$ cat src/rtl/jtkicker_objrom_slot_pkg.sv
// Shared definitions for the object ROM slot: fetch FSM encoding and the
// default SDRAM base of the object region.
package jtkicker_objrom_slot_pkg;

    typedef enum logic [1:0] {
        ST_IDLE = 2'd0,
        ST_REQ  = 2'd1,
        ST_LO   = 2'd2,
        ST_HI   = 2'd3
    } objrom_state_t;

    localparam logic [21:0] OBJ_OFFSET = 22'h0;

endpackage

$ cat src/rtl/jtkicker_objrom_slot_if.sv
// Object-engine ROM fetch port plus the SDRAM arbiter burst port.
// The slave side is the ROM slot; the master side drives requests and SDRAM replies.
interface jtkicker_objrom_slot_if #(
    parameter int AW = 13
);
    logic          rom_cs;
    logic [AW-1:0] rom_addr;
    logic          rom_ok;
    logic [31:0]   rom_data;
    logic          sdram_req;
    logic [21:0]   sdram_addr;
    logic          sdram_ack;
    logic          sdram_dok;
    logic [15:0]   sdram_data;

    modport slave (
        input  rom_cs, rom_addr, sdram_ack, sdram_dok, sdram_data,
        output rom_ok, rom_data, sdram_req, sdram_addr
    );

    modport master (
        output rom_cs, rom_addr, sdram_ack, sdram_dok, sdram_data,
        input  rom_ok, rom_data, sdram_req, sdram_addr
    );
endinterface

$ cat src/rtl/jtkicker_objrom_slot.sv
// Serves 32-bit object pixel words from a 16-bit SDRAM port with two-word bursts,
// keeping the last fetched word in a one-entry cache.
module jtkicker_objrom_slot
    import jtkicker_objrom_slot_pkg::*;
#(
    parameter int          AW     = 13,
    parameter logic [21:0] OFFSET = OBJ_OFFSET
) (
    input  logic                    clk,
    input  logic                    rst_n,
    input  logic                    downloading,
    jtkicker_objrom_slot_if.slave   bus
);

    objrom_state_t state_r;
    logic          valid_r;
    logic [AW-1:0] tag_r;
    logic [AW-1:0] req_addr_r;
    logic [31:0]   rom_data_r;
    logic          sdram_req_r;
    logic [21:0]   sdram_addr_r;
    logic          hit_s;
    logic [21:0]   fetch_addr_s;

    // Cache hit and the even-aligned 16-bit SDRAM address of the requested word
    always_comb begin
        hit_s        = valid_r & (tag_r == bus.rom_addr);
        fetch_addr_s = OFFSET + {{(21-AW){1'b0}}, bus.rom_addr, 1'b0};
    end

    assign bus.rom_ok     = bus.rom_cs & hit_s & (state_r == ST_IDLE);
    assign bus.rom_data   = rom_data_r;
    assign bus.sdram_req  = sdram_req_r;
    assign bus.sdram_addr = sdram_addr_r;

    // Fetch FSM and cache registers; a started burst always runs to completion
    always_ff @(posedge clk or negedge rst_n) begin
        if (!rst_n) begin
            state_r      <= ST_IDLE;
            valid_r      <= 1'b0;
            tag_r        <= '0;
            req_addr_r   <= '0;
            rom_data_r   <= 32'h0;
            sdram_req_r  <= 1'b0;
            sdram_addr_r <= 22'h0;
        end else begin
            // A download rewrites the ROM, so the cached word is stale every cycle it lasts
            if (downloading) begin
                valid_r <= 1'b0;
            end else begin
                valid_r <= valid_r;
            end
            case (state_r)
                ST_IDLE: begin
                    if (bus.rom_cs && !hit_s && !downloading) begin
                        req_addr_r   <= bus.rom_addr;
                        sdram_addr_r <= fetch_addr_s;
                        sdram_req_r  <= 1'b1;
                        valid_r      <= 1'b0;
                        state_r      <= ST_REQ;
                    end else begin
                        state_r <= ST_IDLE;
                    end
                end
                ST_REQ: begin
                    if (bus.sdram_ack) begin
                        sdram_req_r <= 1'b0;
                        // The arbiter may deliver the first word in the accept cycle
                        if (bus.sdram_dok) begin
                            rom_data_r[15:0] <= bus.sdram_data;
                            state_r          <= ST_HI;
                        end else begin
                            state_r <= ST_LO;
                        end
                    end else begin
                        state_r <= ST_REQ;
                    end
                end
                ST_LO: begin
                    if (bus.sdram_dok) begin
                        rom_data_r[15:0] <= bus.sdram_data;
                        state_r          <= ST_HI;
                    end else begin
                        state_r <= ST_LO;
                    end
                end
                ST_HI: begin
                    if (bus.sdram_dok) begin
                        rom_data_r[31:16] <= bus.sdram_data;
                        tag_r             <= req_addr_r;
                        valid_r           <= !downloading;
                        state_r           <= ST_IDLE;
                    end else begin
                        state_r <= ST_HI;
                    end
                end
                default: begin
                    state_r     <= ST_IDLE;
                    sdram_req_r <= 1'b0;
                    valid_r     <= 1'b0;
                end
            endcase
        end
    end

endmodule

$ cat src/flat_wrapper.sv
// flat-port wrapper written by rule: the top's interface ports become plain ports
module jtkicker_objrom_slot_flat import jtkicker_objrom_slot_pkg::*;
#(
    parameter int          AW     = 13,
    parameter logic [21:0] OFFSET = OBJ_OFFSET
)
  (clk, rst_n, downloading, bus_rom_cs, bus_rom_addr, bus_sdram_ack, bus_sdram_dok, bus_sdram_data, bus_rom_ok, bus_rom_data, bus_sdram_req, bus_sdram_addr);
  jtkicker_objrom_slot_if #(.AW(AW)) bus_i ();
  input  logic clk;
  input  logic rst_n;
  input  logic downloading;
  input wire logic [$bits(bus_i.rom_cs)-1:0] bus_rom_cs;
  input wire logic [$bits(bus_i.rom_addr)-1:0] bus_rom_addr;
  input wire logic [$bits(bus_i.sdram_ack)-1:0] bus_sdram_ack;
  input wire logic [$bits(bus_i.sdram_dok)-1:0] bus_sdram_dok;
  input wire logic [$bits(bus_i.sdram_data)-1:0] bus_sdram_data;
  output wire logic [$bits(bus_i.rom_ok)-1:0] bus_rom_ok;
  output wire logic [$bits(bus_i.rom_data)-1:0] bus_rom_data;
  output wire logic [$bits(bus_i.sdram_req)-1:0] bus_sdram_req;
  output wire logic [$bits(bus_i.sdram_addr)-1:0] bus_sdram_addr;
  assign bus_i.rom_cs = bus_rom_cs;
  assign bus_i.rom_addr = bus_rom_addr;
  assign bus_i.sdram_ack = bus_sdram_ack;
  assign bus_i.sdram_dok = bus_sdram_dok;
  assign bus_i.sdram_data = bus_sdram_data;
  assign bus_rom_ok = bus_i.rom_ok;
  assign bus_rom_data = bus_i.rom_data;
  assign bus_sdram_req = bus_i.sdram_req;
  assign bus_sdram_addr = bus_i.sdram_addr;
  jtkicker_objrom_slot #(.AW(AW), .OFFSET(OFFSET)) u_core (.clk(clk), .rst_n(rst_n), .downloading(downloading), .bus(bus_i));
endmodule
$ cat config.mk
export PLATFORM = sky130hd
export DESIGN_NAME = jtkicker_objrom_slot_flat
export DESIGN_NICKNAME = d
export VERILOG_FILES = /design/src/rtl/jtkicker_objrom_slot_pkg.sv /design/src/rtl/jtkicker_objrom_slot_if.sv /design/src/rtl/jtkicker_objrom_slot.sv /design/src/flat_wrapper.sv
export SDC_FILE = /design/constraint.sdc
export NUM_CORES = 1
export LEC_CHECK = 0
export ABC_AREA = 0
export BUFFER_PORTS_ARGS = -buffer_cell sky130_fd_sc_hd__buf_4
export CORE_ASPECT_RATIO = 0.5
export CORE_MARGIN = 3
export CORE_UTILIZATION = 50
export DETAILED_ROUTE_END_ITERATION = 10
export PLACE_DENSITY_LB_ADDON = 0.12
export SETUP_SLACK_MARGIN = 0.4
export SLEW_MARGIN = 15
export SYNTH_ARGS = -nofsm -noshare
export SYNTH_HDL_FRONTEND = slang
export SYNTH_SLANG_ARGS = --single-unit
export TNS_END_PERCENT = 1
$ cat constraint.sdc
create_clock -name clk -period 2.1 [get_ports clk]
set_clock_uncertainty 0.15 [all_clocks]
set_input_delay 0.105 -clock clk [delete_from_list [all_inputs] [get_ports clk]]
set_output_delay 0.105 -clock clk [all_outputs]
set_load 0.05 [all_outputs]
==> impl_metrics.toml, run 1 <==
[run_status]
outcome = "finished, final reports clean"

[die]
dieArea_um2 = 6360
rows = 18
die_w_um = 110
ios = 91
core_area_um2 = 5070
start_util_pct = 53.2
die_h_um = 57.9

[setup_path]
cp-startpoint = "u_core.tag_r[5]"
reg2reg_slack_ns = 0.11
critPathMaxFanout = 2
r2r-end = "u_core.req_addr_r[4]"
r2r_cells = 7
arrival_ns = 1.74
critical_path_class = "reg2out"
setup.worst_path.start_class = "flop"
r2r_start = "u_core.tag_r[5]"
endpoint_kind = "primary output"
endpoint = "bus_rom_ok"
worst-endpoint-required_ns = 1.85

[synthesis]
ys_seq_area_share_pct = 57.6
synth_xor_area_share_pct = 4.23
postSynthCellCount = 185
netlist_area_um2 = 2690
synth_warnings = 0
synth_fa_ha_area_share_pct = 1.86
ys_ff_latch = 62
synthMuxAreaShare_pct = 25.5
synth_top_family_by_area = "multiplexers"
synth_compound_area_share_pct = 2.65
synth_simple_gate_area_share_pct = 3.67
ys_types = 28
avgSynthCellArea_um2 = 14.6

[cts]
max-clock-path-buffers = 2
tritoncts = "built"
path_clk_slew_ns = 0.06
clockRootBuffer = "clkbuf_8"
h-tree-depth = 3
cts_made_buffers = 9
cts_num_sinks = 62
clkLatencyLatePin_ns = 0.33

[sta]
worst_pin_slew_ns = 0.772
relSlewSlack_pct = 48.5
fmax_mhz = 502
rsz0062_at_grt = "true"
finalCritPeriodShare_pct = 94.8
hold_viol_final = 0
setup_ws_ns = 0.109
finalSetupTns_ns = 0
hold_slack_ns = 0.121
min_period_ns = 1.99
setup_viol = 0
slew_viol_final = 0

[layout]
utilization_pct = 77.6
area_delta_synth_final_pct = 45.9
layout_common_cells = "buf_4 (84), dfrtp_1 (62), mux2_2 (49)"
diodes = 0
drive_gt1_share_pct = 53.0
nNetsFinal = 349
final_common_cell = "buf_4"

[place]
hpwl_um = 3710
place_ws_ns = 0.169
gp_congestion = 0.813
port_buffers = 81

[flow_run]
drv_cap = 0

[grt]
grt.overflow.total = 0
antenna_found_initial = 0
grt_pass1_vias = 1958
grt_max_degree = 63
grt.total_usage_pct = 19.0
grt_pass1_wl_um = 9020

[route]
totalWireLength_um = 5590
antenna_left = 0
vias = 1877
first_pass_iters = 4
drc = 0
drt_iter0_drc = 62
post_drt_wl_per_cell_um = 14.6
vias_per_cell = 4.90

[pwr]
power_leakage_uw = 0.00192
peakVddDrop_uv = 1210
p_per_area_nw_per_um2 = 1550
finalPower_uw = 6080

[hold_path]
holdCritPathClass = "in2reg"
[kinds of logic after synthesis]
kind of cell | Yosys count
buf+inv | 20
fa+ha+maj | 4
other cells | 1
compound gates | 11
xor+xnor | 13
flops | 62
mux | 58
simple gates | 16
[flip-flops by register name, summed over array words and instances (netlist names)]
register	count
u_core.bus.sdram_req	1
u_core.valid_r	1
u_core.state_r	2
u_core.bus.rom_data	32
u_core.tag_r	13
u_core.req_addr_r	13
[what timing repair did]
action | 4_1_cts | 5_1_grt
gates resized for setup | 3 | 12
hold buffers | 32 | 1
buffers inserted | 1 | 0
pin swaps | 2 | 3
hold endpoints to repair | 110 | 1
endpoints found under the setup margin | 32 | 51
[power by group]
part           switching [uW]  internal (uW)  total [uW]
clock network             434            528         962
registers                 313           1690        2010
logic                    1970           1150        3120
total                    2720           3370        6080
[Yosys cell counts]
master	number	area share, %
nor2_1	2	0.28
and3_1	1	0.23
inv_1	6	0.84
o22ai_1	1	0.23
nand4_1	3	0.70
xnor2_1	13	4.2
a31oi_1	1	0.23
nand2_1	6	0.84
dfrtp_1	62	58
buf_1	1	0.14
a21o_1	1	0.28
buf_6	1	0.42
buf_2	1	0.19
mux2_4	9	5.0
a21boi_0	1	0.28
o311ai_0	1	0.33
buf_4	9	2.5
ha_1	4	1.9
nor4_4	1	0.79
clkbuf_1	2	0.28
mux2_2	49	20
conb_1	1	0.14
a21oi_1	3	0.56
nor4_1	1	0.23
or3_1	1	0.23
o21ai_0	2	0.37
a311o_1	1	0.37
nor3_2	1	0.37
[per-layer routing]
metal / global-route usage [%] / share of wire, % / up-vias / wire length, um
met4: 5.15 / 0.82 / 0 / 46
li1: - / - / 873 / -
met2: 30.1 / 48 / 63 / 2690
met5: 0 / 0 / - / 0
met3: 10.2 / 8.6 / 8 / 480
met1: 22.8 / 42 / 933 / 2370
[final cells by class]
class,count,area (um^2)
clock buffer,9,124
clock inverter,5,52.6
fill,326,1140
inverter,6,22.5
multi-input combinational,111,1080
sequential,62,1550
tap,70,87.6
timing repair buffer,120,1020
[metrics by stage]
| step | std cells | cell area [um^2] |
|---|---|---|
| after global routing | 383 | 3930 |
| after detailed placement | 335 | 3360 |
| final | 383 | 3930 |
| after CTS | 382 | 3880 |
| after floorplan | 193 | 2730 |
| after global placement | 335 | 3360 |
[worst min path at each step]
stage / start / to / slack [ns] / cells past startpoint
finish: bus_rom_cs / u_core.valid_r / 0.12 / 4
global route: bus_rom_cs / u_core.valid_r / 0.14 / 4
CTS: bus_rom_addr[5] / u_core.req_addr_r[5] / -0.14 / 2
detailed placement: rst_n / u_core.tag_r[2] / 0.08 / 1
global placement: rst_n / u_core.tag_r[2] / 0.07 / 1
floorplan: rst_n / u_core.bus.rom_data[0] / -0.34 / 0
[critical path: stages, from the launching register on]
cell and delay (ns):
dfrtp_1 0.39, xnor2_1 0.14, nand4_1 0.16, nor4_4 0.33, and3_4 0.23, buf_8 0.14
No activity file was read; power rests on OpenSTA's default activity.
==> run 2, diff against run 1 <==
--- a/config.mk
+++ b/config.mk
@@ -12,6 +12,7 @@
 export CORE_UTILIZATION = 50
 export DETAILED_ROUTE_END_ITERATION = 10
 export PLACE_DENSITY_LB_ADDON = 0.12
+export REMOVE_ABC_BUFFERS = 1
 export SETUP_SLACK_MARGIN = 0.4
 export SLEW_MARGIN = 15
 export SYNTH_ARGS = -nofsm -noshare
==> run 2 against run 1 <==
Global-route usage is 1.2 points higher. Critical path depth did not move. Non-clock buffer count increased by 1. Hold slack better by 0.0081 ns. Fmax shrank 0.88%. Worst setup slack lost 0.018 ns. Sequential cell count unchanged. Critical path type unchanged. Critical endpoint unchanged. Largest cell class unchanged. Largest power group unchanged. Highest routed layer unchanged.
==> impl_metrics.toml, run 2 (same netlist as run 1, synthesis figures left out) <==
[grt]
antenna_found_initial = 0
grt_max_degree = 63
grt.overflow.total = 0
grt.total_usage_pct = 20.2
grt_pass1_wl_um = 9550
grt_pass1_vias = 2029

[layout]
nNetsFinal = 350
largest_reg_flops = 32
regArea_um2 = 1550
stdcell_area_um2 = 4000
drive_gt1_share_pct = 51.9
multiInputGateArea_um2 = 1090
diodes = 0
fin_cells = 386
area_delta_synth_final_pct = 48.5
utilization_pct = 78.9
final_common_cell = "buf_4"
n_fill_cell = 320
layout_common_cells = "buf_4 (84), dfrtp_1 (62), mux2_2 (45)"

[setup_path]
critPathMaxFanout = 3
critical_path_class = "reg2out"
arrival_ns = 1.75
setup.worst_path.start_class = "flop"
crit_slowest_cell = "dfrtp_1"
endpoint_kind = "primary output"
worst-endpoint-required_ns = 1.85
cp_slowest_stage_delay_ns = 0.40
cp_cell_sequence = "xnor2_2 > nand4_1 > nor4_4 > and3_1 > buf_6"

[route]
drc = 0
wl_met3_um = 398
vias = 1869
first_pass_iters = 4
top_layer_used = "met4"
drt_iter0_drc = 63
totalWireLength_um = 5860
wl_met1_um = 2400
antenna_left = 0
met2_length_um = 3010
vias_per_cell = 4.84
post_drt_wl_per_cell_um = 15.2

[sta]
relSlewSlack_pct = 49.9
worst_pin_slew_ns = 0.751
slew_viol_final = 0
finalCritPeriodShare_pct = 95.6
hold_viol_final = 0
setup_viol = 0
min_period_ns = 2.01
hold_slack_ns = 0.129
rsz0062_at_grt = "true"
fmax_mhz = 498

[pwr]
peakVddDrop_uv = 1090
switching_share_pct = 43.9
seq_power_share_pct = 32.0
power_leakage_uw = 0.00196
p_int_uw = 3530
power.switching_uw = 2770
p_per_area_nw_per_um2 = 1570
power_frac_comb_pct = 50.0
finalPower_uw = 6300
clockPowerShare_pct = 18.0

[place]
hpwl_um = 3710
port_buffers = 81
dpl_cell_area_um2 = 3390
gp_congestion = 0.871
dpl.cell_count = 334

[cts]
tritoncts = "built"
path_clk_slew_ns = 0.08
h-tree-depth = 3
cts_num_sinks = 62
clkLatencyLatePin_ns = 0.34
max-clock-path-buffers = 2
cts_made_buffers = 9
clockRootBuffer = "clkbuf_8"

[die]
rows = 18
die_w_um = 110
dieArea_um2 = 6360
ios = 91
start_util_pct = 53.2
die_h_um = 57.9
core_area_um2 = 5070

[hold_path]
holdCritPathClass = "in2reg"

[flow_run]
drv_cap = 0

[run_status]
outcome = "finished, final reports clean"
[run 2: cell types whose count changed in the layout (fill, tap and decap cells not counted), sizes merged]
cell,before,now
clkinvlp,1,2
bufinv,1,2
clkbuf,9,11
buf,87,88
clkinv,3,1
[run 2: per-layer routing]
layer  up-vias  track usage (%)
met3         8             10.1
met5         -                0
met1       927             22.4
met2        60             35.0
li1        874                -
met4         0             4.97
[run 2: layout make-up]
type | count | share of cell area [%]
Inverter | 6 | 0.563
Tap cell | 70 | 2.19
Clock inverter | 5 | 2.10
Multi-Input combinational cell | 111 | 27.3
Clock buffer | 11 | 3.28
Timing Repair Buffer | 121 | 25.8
Sequential cell | 62 | 38.8
[run 2: path summary, 6_finish.rpt]
kind                       cells after the start                 endpoint  slack, ns                    start
max reg2reg                                    7     u_core.req_addr_r[9]       0.11          u_core.tag_r[2]
min                                            4     u_core.bus.sdram_req       0.13               bus_rom_cs
min reg2reg                                    1  u_core.bus.rom_data[19]       0.36  u_core.bus.rom_data[19]
max in group asynchronous                      2  u_core.bus.rom_data[13]       1.06                    rst_n
min in group asynchronous                      2  u_core.bus.rom_data[31]       0.24                    rst_n
max                                            5               bus_rom_ok       0.09          u_core.tag_r[2]
[run 2: per-stage QoR]
step / setup WS, ns / setup TNS [ns]
after floorplan: -0.116 / -0.950
after global placement: 0.196 / 0
after detailed placement: 0.132 / 0
after CTS: 0.0632 / 0
after global routing: -0.0585 / -0.0888
final: 0.0915 / 0
[run 2: critical path, delay by kind of cell, from the launching register on]
family	cells	cell delay, ns
buf+inv	1	0.16
xor+xnor	1	0.15
simple gates	3	0.71
flops	1	0.40
[run 2: power groups by stage]
stage	Clock [uW]	Combinational [uW]	Sequential, uW
after floorplan	0	745	3380
after global placement	0	3040	1990
after detailed placement	0	3070	2030
after CTS	1160	3130	2010
after global routing	1220	3290	2080
final	1130	3150	2020
[run 2: timing repair]
item                                   CTS  global route
resized for setup                        1             7
setup endpoints to repair               33            56
pin swaps                                1             5
buffers inserted                         2             1
hold buffers                            32             1
endpoints found under the hold margin  111             1
==> run 3, diff against run 2 <==
==> constraint.sdc (replaced) <==
create_clock -name clk -period 1.9 [get_ports clk]
set_clock_uncertainty 0.15 [all_clocks]
set_input_delay 0.095 -clock clk [delete_from_list [all_inputs] [get_ports clk]]
set_output_delay 0.095 -clock clk [all_outputs]
set_load 0.05 [all_outputs]
==> run 3 against run 2 <==
The run now ends with negative setup slack left. Power rose by 15%. Non-clock buffer count grew 2. Clock power rose by 7%. Design area increased by 4.5%. Sequential share of layout area shrank 1.7 points. Sequential power grew 12%. Critical path depth is 1 higher. Hold slack lost 0.097 ns. Largest power group unchanged. Critical endpoint unchanged. Worst setup slack got worse by 0.29 ns. Largest cell class unchanged. Die area unchanged. Cell count is 0.26% higher. Count of clock-buffer cells in the layout is 1 lower.
==> impl_metrics.toml, run 3 (same netlist as run 1, synthesis figures left out) <==
[route]
drc = 0
vias_per_cell = 4.92
totalWireLength_um = 6340
vias = 1905
wl_met3_um = 448
met2_length_um = 3230
drt_iter0_drc = 86
post_drt_wl_per_cell_um = 16.4
first_pass_iters = 4
wl_met1_um = 2630
top_layer_used = "met4"
antenna_left = 0

[die]
ios = 91
die_h_um = 57.9
dieArea_um2 = 6360
start_util_pct = 53.2
core_area_um2 = 5070
die_w_um = 110
rows = 18

[hold_path]
hold_depth = 3
holdCritPathClass = "in2reg"
hold_end = "u_core.valid_r"
min_from = "downloading"

[sta]
finalSetupTns_ns = -0.836
hold_slack_ns = 0.0320
worst_pin_slew_ns = 0.767
finalCritPeriodShare_pct = 110
relSlewSlack_pct = 48.9
setup_ws_ns = -0.197
fmax_mhz = 477
min_period_ns = 2.10
hold_viol_final = 0
rsz0062_at_grt = "true"
slew_viol_final = 0
setup_viol = 14

[pwr]
seq_power_share_pct = 31.4
switching_share_pct = 43.2
finalPower_uw = 7240
power.switching_uw = 3130
power_frac_comb_pct = 51.9
p_int_uw = 4110
peakVddDrop_uv = 1590
clockPowerShare_pct = 16.8
power_leakage_uw = 0.00215
p_per_area_nw_per_um2 = 1730

[layout]
diodes = 0
nNetsFinal = 352
final_common_cell = "buf_4"
area_delta_synth_final_pct = 55.2
largest_reg_flops = 32
layout_common_cells = "buf_4 (85), dfrtp_1 (62), mux2_4 (47)"
n_fill_cell = 288
drive_gt1_share_pct = 55.8

[setup_path]
cp_cell_sequence = "xnor2_2 > nand4_1 > nor4_4 > buf_4 > and3_4 > buf_8"
crit_buf_inv = 2
critical_path_class = "reg2out"
endpoint_kind = "primary output"
arrival_ns = 1.85
worst-endpoint-required_ns = 1.65
cp_slowest_stage_delay_ns = 0.41
critPathMaxFanout = 2
crit_slowest_cell = "dfrtp_1"
r2r_cells = 7
r2r_start = "u_core.tag_r[11]"
setup.worst_path.start_class = "flop"
reg2reg_slack_ns = -0.07
crit_family = "simple AND/OR/NAND/NOR gates"
r2r-end = "u_core.req_addr_r[1]"

[grt]
antenna_found_initial = 0
grt.overflow.total = 0
grt_pass1_wl_um = 10300
grt.total_usage_pct = 21.9
grt_max_degree = 63
grt_pass1_vias = 2069

[cts]
max-clock-path-buffers = 2
clockRootBuffer = "clkbuf_8"
tritoncts = "built"
path_clk_slew_ns = 0.06
h-tree-depth = 3
cts_made_buffers = 9
clkLatencyLatePin_ns = 0.34
cts_num_sinks = 62

[place]
port_buffers = 81
hpwl_um = 3710
place_ws_ns = 0.00759
gp_congestion = 0.821

[flow_run]
drv_cap = 0

[run_status]
failed_checks = "negative setup slack"
outcome = "complete, but fails checks"
-- run 3: cell type report --
type / instances / area (um^2) / area share, %
Multi-Input combinational cell: 111 / 1260 / 30.2
Tap cell: 70 / 87.6 / 2.10
Timing Repair Buffer: 123 / 1050 / 25.2
Clock buffer: 10 / 128 / 3.05
Clock inverter: 5 / 75.1 / 1.80
Inverter: 6 / 22.5 / 0.539
Sequential cell: 62 / 1550 / 37.1
-- run 3: worst register-to-register path, cell delays in order, from the launching register on --
cell     delay (ns)
dfrtp_1        0.41
xnor2_2        0.15
nand4_1        0.15
nor4_4         0.07
buf_4          0.13
nor3_2         0.23
buf_12         0.21
mux2_2         0.35
-- run 3: metrics by stage --
stage	cells	cell area [um^2]	utilization (%)
after detailed placement	336	3410	67.2
final	387	4180	82.5
after floorplan	179	2630	-
after global placement	336	3410	67.2
after CTS	387	4170	82.2
after global routing	387	4180	82.5
-- run 3: layer usage --
| metal | GRT usage (%) | vias up |
|---|---|---|
| met2 | 37.0 | 58 |
| met3 | 10.8 | 4 |
| met5 | 0 | - |
| met1 | 25.5 | 963 |
| li1 | - | 880 |
| met4 | 4.80 | 0 |
-- run 3: repair_timing --
| item | 4_1_cts | 5_1_grt |
|---|---|---|
| hold buffers | 33 | 0 |
| endpoints found under the hold margin | 111 | 0 |
| pin swaps | 11 | 3 |
| setup endpoints to repair | 62 | 62 |
| cloned | 0 | 0 |
| buffers inserted | 3 | 0 |
| resized for setup | 56 | 2 |
-- run 3: worst max path at each step --
stage                            from                    end  slack (ns)  depth (start not counted)
finish               u_core.tag_r[11]             bus_rom_ok       -0.20                          6
global route          u_core.tag_r[3]             bus_rom_ok       -0.31                          6
CTS                   u_core.tag_r[7]             bus_rom_ok       -0.20                          6
detailed placement    u_core.tag_r[2]  u_core.req_addr_r[11]       0.008                          6
global placement      u_core.tag_r[2]   u_core.req_addr_r[9]        0.05                          6
floorplan           u_core.state_r[0]   u_core.req_addr_r[0]       -0.32                          5
-- run 3: power groups by stage --
stage	registers [uW]	logic, uW	clock network [uW]
after global placement	2200	3370	0
after detailed placement	2240	3410	0
after CTS	2250	3750	1240
final	2270	3760	1210
after floorplan	3740	823	0
after global routing	2350	3900	1310
